**src/rtl/aes_inv_ctrl.sv**
```systemverilog
// Control sequencer for the AES-128 decryption datapath.
// A synchronised rising edge of `start` loads the cipher key. The sequencer then
// runs 10 forward key-expansion cycles to reach round key 10. It then runs
// 11 inverse-cipher cycles while walking the key register back to round key 0.
module aes_inv_ctrl #(
  parameter int SYNC_STAGES = 2
) (
  input  logic       clk,
  input  logic       rst_n,
  input  logic       start,
  output logic       start_pos,
  output logic       start_pos_1d,
  output logic       key_load,
  output logic       key_fwd_update,
  output logic       key_inv_update,
  output logic       state_load,
  output logic       state_update,
  output logic       is_last_round,
  output logic [7:0] rcon,
  output logic       busy,
  output logic       done,
  output logic       valid
);

  typedef enum logic [1:0] {
    IDLE = 2'd0,
    KEXP = 2'd1,
    RND  = 2'd2,
    FIN  = 2'd3
  } state_t;

  state_t                 state_q;
  logic [3:0]             kcnt_q;
  logic [3:0]             rcnt_q;
  logic [SYNC_STAGES-1:0] sync_q;
  logic                   hist_q;
  logic                   valid_q;
  logic                   kexp_ok;
  logic                   rnd_ok;

  // Round constant indexed by round number 1..10. Any other index gives 0.
  function automatic logic [7:0] rcon_lut(input logic [3:0] idx);
    case (idx)
      4'd1:    return 8'h01;
      4'd2:    return 8'h02;
      4'd3:    return 8'h04;
      4'd4:    return 8'h08;
      4'd5:    return 8'h10;
      4'd6:    return 8'h20;
      4'd7:    return 8'h40;
      4'd8:    return 8'h80;
      4'd9:    return 8'h1b;
      4'd10:   return 8'h36;
      default: return 8'h00;
    endcase
  endfunction

  // Synchronise the asynchronous start level and keep one history bit for edge detection.
  // NOTE: registers are written with <= so that every flop samples pre-edge values; blocking here would collapse the chain.
  always_ff @(posedge clk or negedge rst_n) begin
    if (!rst_n) begin
      sync_q <= '0;
      hist_q <= 1'b0;
    end else begin
      sync_q <= {sync_q[SYNC_STAGES-2:0], start};
      hist_q <= sync_q[SYNC_STAGES-1];
    end
  end

  assign start_pos = sync_q[SYNC_STAGES-1] & ~hist_q;

  // Counters are only meaningful inside their defined ranges.
  // Any other decode is treated as illegal.
  assign kexp_ok = (state_q == KEXP) && (kcnt_q >= 4'd1) && (kcnt_q <= 4'd10);
  assign rnd_ok  = (state_q == RND)  && (rcnt_q <= 4'd10);

  // Sequencer state and counters. A new start edge restarts from any state.
  always_ff @(posedge clk or negedge rst_n) begin
    if (!rst_n) begin
      state_q <= IDLE;
      kcnt_q  <= 4'd0;
      rcnt_q  <= 4'd0;
    end else if (start_pos) begin
      state_q <= KEXP;
      kcnt_q  <= 4'd1;
      rcnt_q  <= 4'd0;
    end else begin
      case (state_q)
        IDLE: begin
          kcnt_q <= 4'd0;
          rcnt_q <= 4'd0;
        end
        KEXP: begin
          if (!kexp_ok) begin
            state_q <= IDLE;
            kcnt_q  <= 4'd0;
          end else if (kcnt_q == 4'd10) begin
            state_q <= RND;
            kcnt_q  <= 4'd0;
            rcnt_q  <= 4'd10;
          end else begin
            kcnt_q <= kcnt_q + 4'd1;
          end
        end
        RND: begin
          if (!rnd_ok) begin
            state_q <= IDLE;
            rcnt_q  <= 4'd0;
          end else if (rcnt_q == 4'd0) begin
            state_q <= FIN;
          end else begin
            rcnt_q <= rcnt_q - 4'd1;
          end
        end
        FIN: state_q <= IDLE;
        default: begin
          state_q <= IDLE;
          kcnt_q  <= 4'd0;
          rcnt_q  <= 4'd0;
        end
      endcase
    end
  end

  // Strobe and rcon decode from the current state. A start edge overrides the decode to a bare key load.
  // NOTE: every output gets a default before the case so that no path leaves one unassigned; that keeps this block latch-free.
  always_comb begin
    key_load       = 1'b0;
    key_fwd_update = 1'b0;
    key_inv_update = 1'b0;
    state_load     = 1'b0;
    state_update   = 1'b0;
    is_last_round  = 1'b0;
    done           = 1'b0;
    rcon           = 8'h00;
    if (start_pos) begin
      key_load = 1'b1;
    end else begin
      case (state_q)
        KEXP: begin
          if (kexp_ok) begin
            key_fwd_update = 1'b1;
            rcon           = rcon_lut(kcnt_q);
          end
        end
        RND: begin
          if (rnd_ok) begin
            if (rcnt_q == 4'd10) begin
              state_load     = 1'b1;
              key_inv_update = 1'b1;
              rcon           = rcon_lut(rcnt_q);
            end else if (rcnt_q != 4'd0) begin
              state_update   = 1'b1;
              key_inv_update = 1'b1;
              rcon           = rcon_lut(rcnt_q);
            end else begin
              state_update  = 1'b1;
              is_last_round = 1'b1;
            end
          end
        end
        FIN:     done = 1'b1;
        default: done = 1'b0;
      endcase
    end
  end

  assign busy  = kexp_ok | rnd_ok;
  assign valid = valid_q | done;

  // Delayed start pulse.
  // The plaintext-valid flag is held until the next start edge.
  always_ff @(posedge clk or negedge rst_n) begin
    if (!rst_n) begin
      start_pos_1d <= 1'b0;
      valid_q      <= 1'b0;
    end else begin
      start_pos_1d <= start_pos;
      if (start_pos) begin
        valid_q <= 1'b0;
      end else if (done) begin
        valid_q <= 1'b1;
      end
    end
  end

endmodule
```
**config.mk**
```make
export PLATFORM = sky130hd
export DESIGN_NAME = aes_inv_ctrl
export DESIGN_NICKNAME = d
export VERILOG_FILES = /design/src/rtl/aes_inv_ctrl.sv
export SDC_FILE = /design/constraint.sdc
export NUM_CORES = 1
export LEC_CHECK = 0
export CAP_MARGIN = 25
export CORE_UTILIZATION = 30
export CTS_CLUSTER_SIZE = 25
export DETAILED_ROUTE_END_ITERATION = 8
export HOLD_SLACK_MARGIN = 0.06
export PLACE_DENSITY = 0.54
export SYNTH_ARGS = -nofsm -noshare
export SYNTH_HDL_FRONTEND = slang
export SYNTH_SLANG_ARGS = --single-unit
```
**constraint.sdc**
```tcl
create_clock -name clk -period 2.3 [get_ports clk]
set_input_delay 0.345 -clock clk [delete_from_list [all_inputs] [get_ports clk]]
set_output_delay 0.345 -clock clk [all_outputs]
set_load 0.02 [all_outputs]
```
==> results.sh <==
export IMPL_run_status="finished with violations"
export IMPL_violations="negative setup slack"
export IMPL_critical_path_class="reg2out"
export IMPL_cts_max_level=1
export IMPL_ant_nets=0
export IMPL_antenna_violations_before_repair=0
export IMPL_final_fill_count=433
export IMPL_cts_buffer_depth=2
export IMPL_critical_path_required_ns=1.96
export IMPL_worst_skew_pair_late_latency_ns=0.25
export IMPL_crit_buf_inv=2
export IMPL_post_synth_inst_count=164
export IMPL_drt_pass1_iterations=4
export IMPL_finalCoreUtilization_pct=45.9
export IMPL_stdcell_count=270
export IMPL_die_h_um=70.3
export IMPL_io_pins=22
export IMPL_maximum_clock_frequency_mhz=423
export IMPL_setup_worst_path_start_class="flop"
export IMPL_postLayoutCellArea_um2=2030
export IMPL_fin_setup_tns_ns=-0.104
export IMPL_top_area_cells_in_the_synthesized_netlist="sky130_fd_sc_hd__dfrtp_1 (27%), sky130_fd_sc_hd__ha_1 (14%), sky130_fd_sc_hd__nor2_1 (4.0%)"
export IMPL_detail_route_wl_per_cell_um=14.8
export IMPL_portBuffers=21
export IMPL_gp_routability_congestion=0.817
export IMPL_synth_edff_count=0
export IMPL_setup_repair_after_global_routing_missed_its_margin="true"
export IMPL_routed_via_density=5.34
export IMPL_postPlaceCellArea_um2=1910
export IMPL_largest_net_degree_at_the_start_of_global_routing=16
export IMPL_floorplan_core_area_um2=4410
export IMPL_worst_ir_drop_vdd_v=0.000454
export IMPL_yosys_warning_total=0
export IMPL_multi_input_comb_area_um2=1030
export IMPL_synthesis_to_layout_area_growth_pct=44.9
export IMPL_cts_buffers=3
export IMPL_chipWidth_um=70.3
export IMPL_syn_nets=183
export IMPL_kind_of_cell_adding_the_most_delay_to_the_critical_path="simple AND/OR/NAND/NOR gates"
export IMPL_clock_root_buffer="sky130_fd_sc_hd__clkbuf_8"
export IMPL_globalRouteTotalUtil_pct=16.9
export IMPL_netlist_top_cell_by_area="sky130_fd_sc_hd__dfrtp_1"
export IMPL_cp_max_fo=4
export IMPL_yosys_most_used_dff="sky130_fd_sc_hd__dfrtp_1"
export IMPL_tritoncts_num_sinks=15
export IMPL_total_of_max_cap_violations=0
export IMPL_design_die_area_um2=4940
export IMPL_syn_mean_instance_area_um2=8.54
export IMPL_synth_async_sr_flop_share_pct=100
export IMPL_ys_seq_area_share_pct=26.8
export IMPL_final_seq_area_um2=377
export IMPL_crit_arrival_ns=2.02
export IMPL_initial_core_util_pct=31.7
export IMPL_max_slew_margin_pct=53.2
export IMPL_timing_hold_violations_final=0
export IMPL_placed_wire_length_estimate_after_detailed_placement_um=3000
export IMPL_power_static_leakage_nw=0.902
export IMPL_fin_nets=238
export IMPL_detail_route_drc_violations=0
export IMPL_cp_slowest_cell="sky130_fd_sc_hd__or4b_4"
export IMPL_drt_iter0_drc=86
export IMPL_count_of_cell_types_in_the_netlist=48
export IMPL_max_slew_worst_pin_slew_ns=0.700
export IMPL_fraction_of_final_layout_cells_with_drive_strength_greater_than_1_pct=36.7
export IMPL_syn_cell_area_um2=1400
export IMPL_cp_slowest_stage_delay_ns=0.52
export IMPL_report_final_setup_viol=2
export IMPL_ys_ff_latch=15
export IMPL_min_period_over_period_pct=103
export IMPL_n_antenna_cell=0
export IMPL_tritoncts="yes"
export IMPL_grt_pass1_wl_um=6620
export IMPL_cp_cell_instances="inv_2, ha_4, nor2b_1, o21a_1, or4b_4, a31oi_1, buf_4"
export IMPL_min_delay_path_class="reg2reg"
export IMPL_finalClockSkew_ns=0.00243
export IMPL_grt_pass1_vias=1454
export IMPL_area_share_of_the_largest_cell_type_after_synthesis_pct=26.8
export IMPL_overflow=0
export IMPL_fin_crit_ns=2.36
export IMPL_clkSlewWorstSetupHoldPaths_ns=0.06
export IMPL_totalWireLength_um=4000
export IMPL_fp_row_count=24
export IMPL_post_route_worst_setup_slack_ns=-0.0637
export IMPL_timing_final_max_slew_violations=0
export IMPL_total_power_mw=2.56
export IMPL_via_count=1441
export IMPL_crit_path_end_kind="primary output"
export IMPL_place_detailed_instances=264
export IMPL_power_density_nw_per_um2=1260
-- state kept, by name, summed over array words and instances, names as in the netlist --
name	cells
hist_q	1
start_pos_1d	1
rcnt_q	4
kcnt_q	4
sync_q	2
valid_q	1
state_q	2
-- worst paths after layout --
| kind | start | endpoint | slack [ns] | cells past startpoint |
|---|---|---|---|---|
| min in group asynchronous | rst_n | rcnt_q[1]$_DFFE_PN0P_ | 0.52 | 1 |
| max reg2reg | state_q[1]$_DFFE_PN0P_ | state_q[0]$_DFFE_PN0P_ | 0.25 | 6 |
| min | sync_q[0]$_DFF_PN0_ | sync_q[1]$_DFF_PN0_ | 0.36 | 0 |
| min reg2reg | sync_q[0]$_DFF_PN0_ | sync_q[1]$_DFF_PN0_ | 0.36 | 0 |
| max in group asynchronous | rst_n | rcnt_q[3]$_DFFE_PN0P_ | 1.30 | 1 |
| max | rcnt_q[0]$_DFFE_PN0P_ | rcon[1] | -0.06 | 7 |
-- metal layers --
metal  wire length (µm)  vias up  global-route usage (%)  share of wire (%)
met5                  0        -                       0                  0
met3                145        7                    2.02                3.6
li1                   -      711                       -                  -
met1               1910      686                    22.2                 48
met2               1860       37                    26.9                 46
met4                 89        0                    9.11                2.2
-- per-stage QoR --
| step | setup slack, ns | hold slack (ns) |
|---|---|---|
| after floorplan | 0.00489 | 0.0494 |
| after global placement | -0.255 | 0.335 |
| final | -0.0637 | 0.357 |
| after CTS | -0.120 | 0.359 |
| after global routing | -0.132 | 0.368 |
| after detailed placement | -0.333 | 0.345 |
-- power by group --
part           switching (mW)  internal, mW
logic                    1.00         0.935
clock network          0.0932         0.123
registers              0.0697         0.340
-- cells by family after synthesis --
group	Yosys count	synth area share, %
AOI/OAI and AO/OA	44	23.1
adders and majority gates	16	14.3
buffers and inverters	21	6.52
DFF	15	26.8
muxes	2	1.52
and+or+nand+nor	66	27.8
-- cells in the mapped netlist (all sizes together) (5+ instances only) --
| cell type | number |
|---|---|
| a21oi | 10 |
| a31oi | 6 |
| clkbuf | 8 |
| dfrtp | 15 |
| ha | 16 |
| inv | 9 |
| nand2 | 7 |
| nand3 | 9 |
| nor2 | 15 |
| nor2b | 5 |
| nor3b | 5 |
-- worst reg2reg max path, cell delays in order, from the launching register on --
cell and delay (ns):
sky130_fd_sc_hd__dfrtp_1 0.42, sky130_fd_sc_hd__buf_4 0.15, sky130_fd_sc_hd__ha_1 0.22, sky130_fd_sc_hd__buf_4 0.20
sky130_fd_sc_hd__o32a_1 0.38, sky130_fd_sc_hd__and3_1 0.21, sky130_fd_sc_hd__a311o_1 0.36
-- timing repair --
item / 4_1_cts / 5_1_grt
resized for setup: 44 / 29
hold buffers: 0 / 0
endpoints found under the setup margin: 15 / 11
pin swaps: 0 / 3
buffers inserted: 1 / 1
endpoints found under the hold margin: 0 / 0
gates cloned: 0 / 0
-- placed cells by master, fill, tap and decap left out, types with 2 or more instances in the layout --
cell and instances:
sky130_fd_sc_hd__a21oi_1 9, sky130_fd_sc_hd__a22o_1 3, sky130_fd_sc_hd__a2bb2oi_1 2, sky130_fd_sc_hd__a31oi_1 6, sky130_fd_sc_hd__a32oi_1 3, sky130_fd_sc_hd__and3_1 2, sky130_fd_sc_hd__buf_2 4, sky130_fd_sc_hd__buf_4 43
sky130_fd_sc_hd__clkbuf_2 2, sky130_fd_sc_hd__clkbuf_8 3, sky130_fd_sc_hd__clkdlybuf4s50_1 6, sky130_fd_sc_hd__dfrtp_1 14, sky130_fd_sc_hd__dlygate4sd2_1 4, sky130_fd_sc_hd__ha_1 12, sky130_fd_sc_hd__ha_2 2, sky130_fd_sc_hd__ha_4 2
sky130_fd_sc_hd__inv_1 8, sky130_fd_sc_hd__nand2_1 6, sky130_fd_sc_hd__nand2b_1 4, sky130_fd_sc_hd__nand3_1 8, sky130_fd_sc_hd__nand3b_1 3, sky130_fd_sc_hd__nor2_1 15, sky130_fd_sc_hd__nor2b_1 4, sky130_fd_sc_hd__nor3_1 4
sky130_fd_sc_hd__nor3b_2 4, sky130_fd_sc_hd__o211ai_1 2, sky130_fd_sc_hd__o21ai_0 2, sky130_fd_sc_hd__o22ai_1 2, sky130_fd_sc_hd__o32ai_1 2, sky130_fd_sc_hd__or3_1 2, sky130_fd_sc_hd__or4b_4 3
-- cell type report --
cell class | count | area share [%]
sequential | 15 | 18.6
tap | 52 | 3.21
timing repair buffer | 62 | 23.7
clock buffer | 4 | 2.22
inverter | 9 | 1.67
multi-input combinational | 128 | 50.6
(Power assumes the default switching activity.)
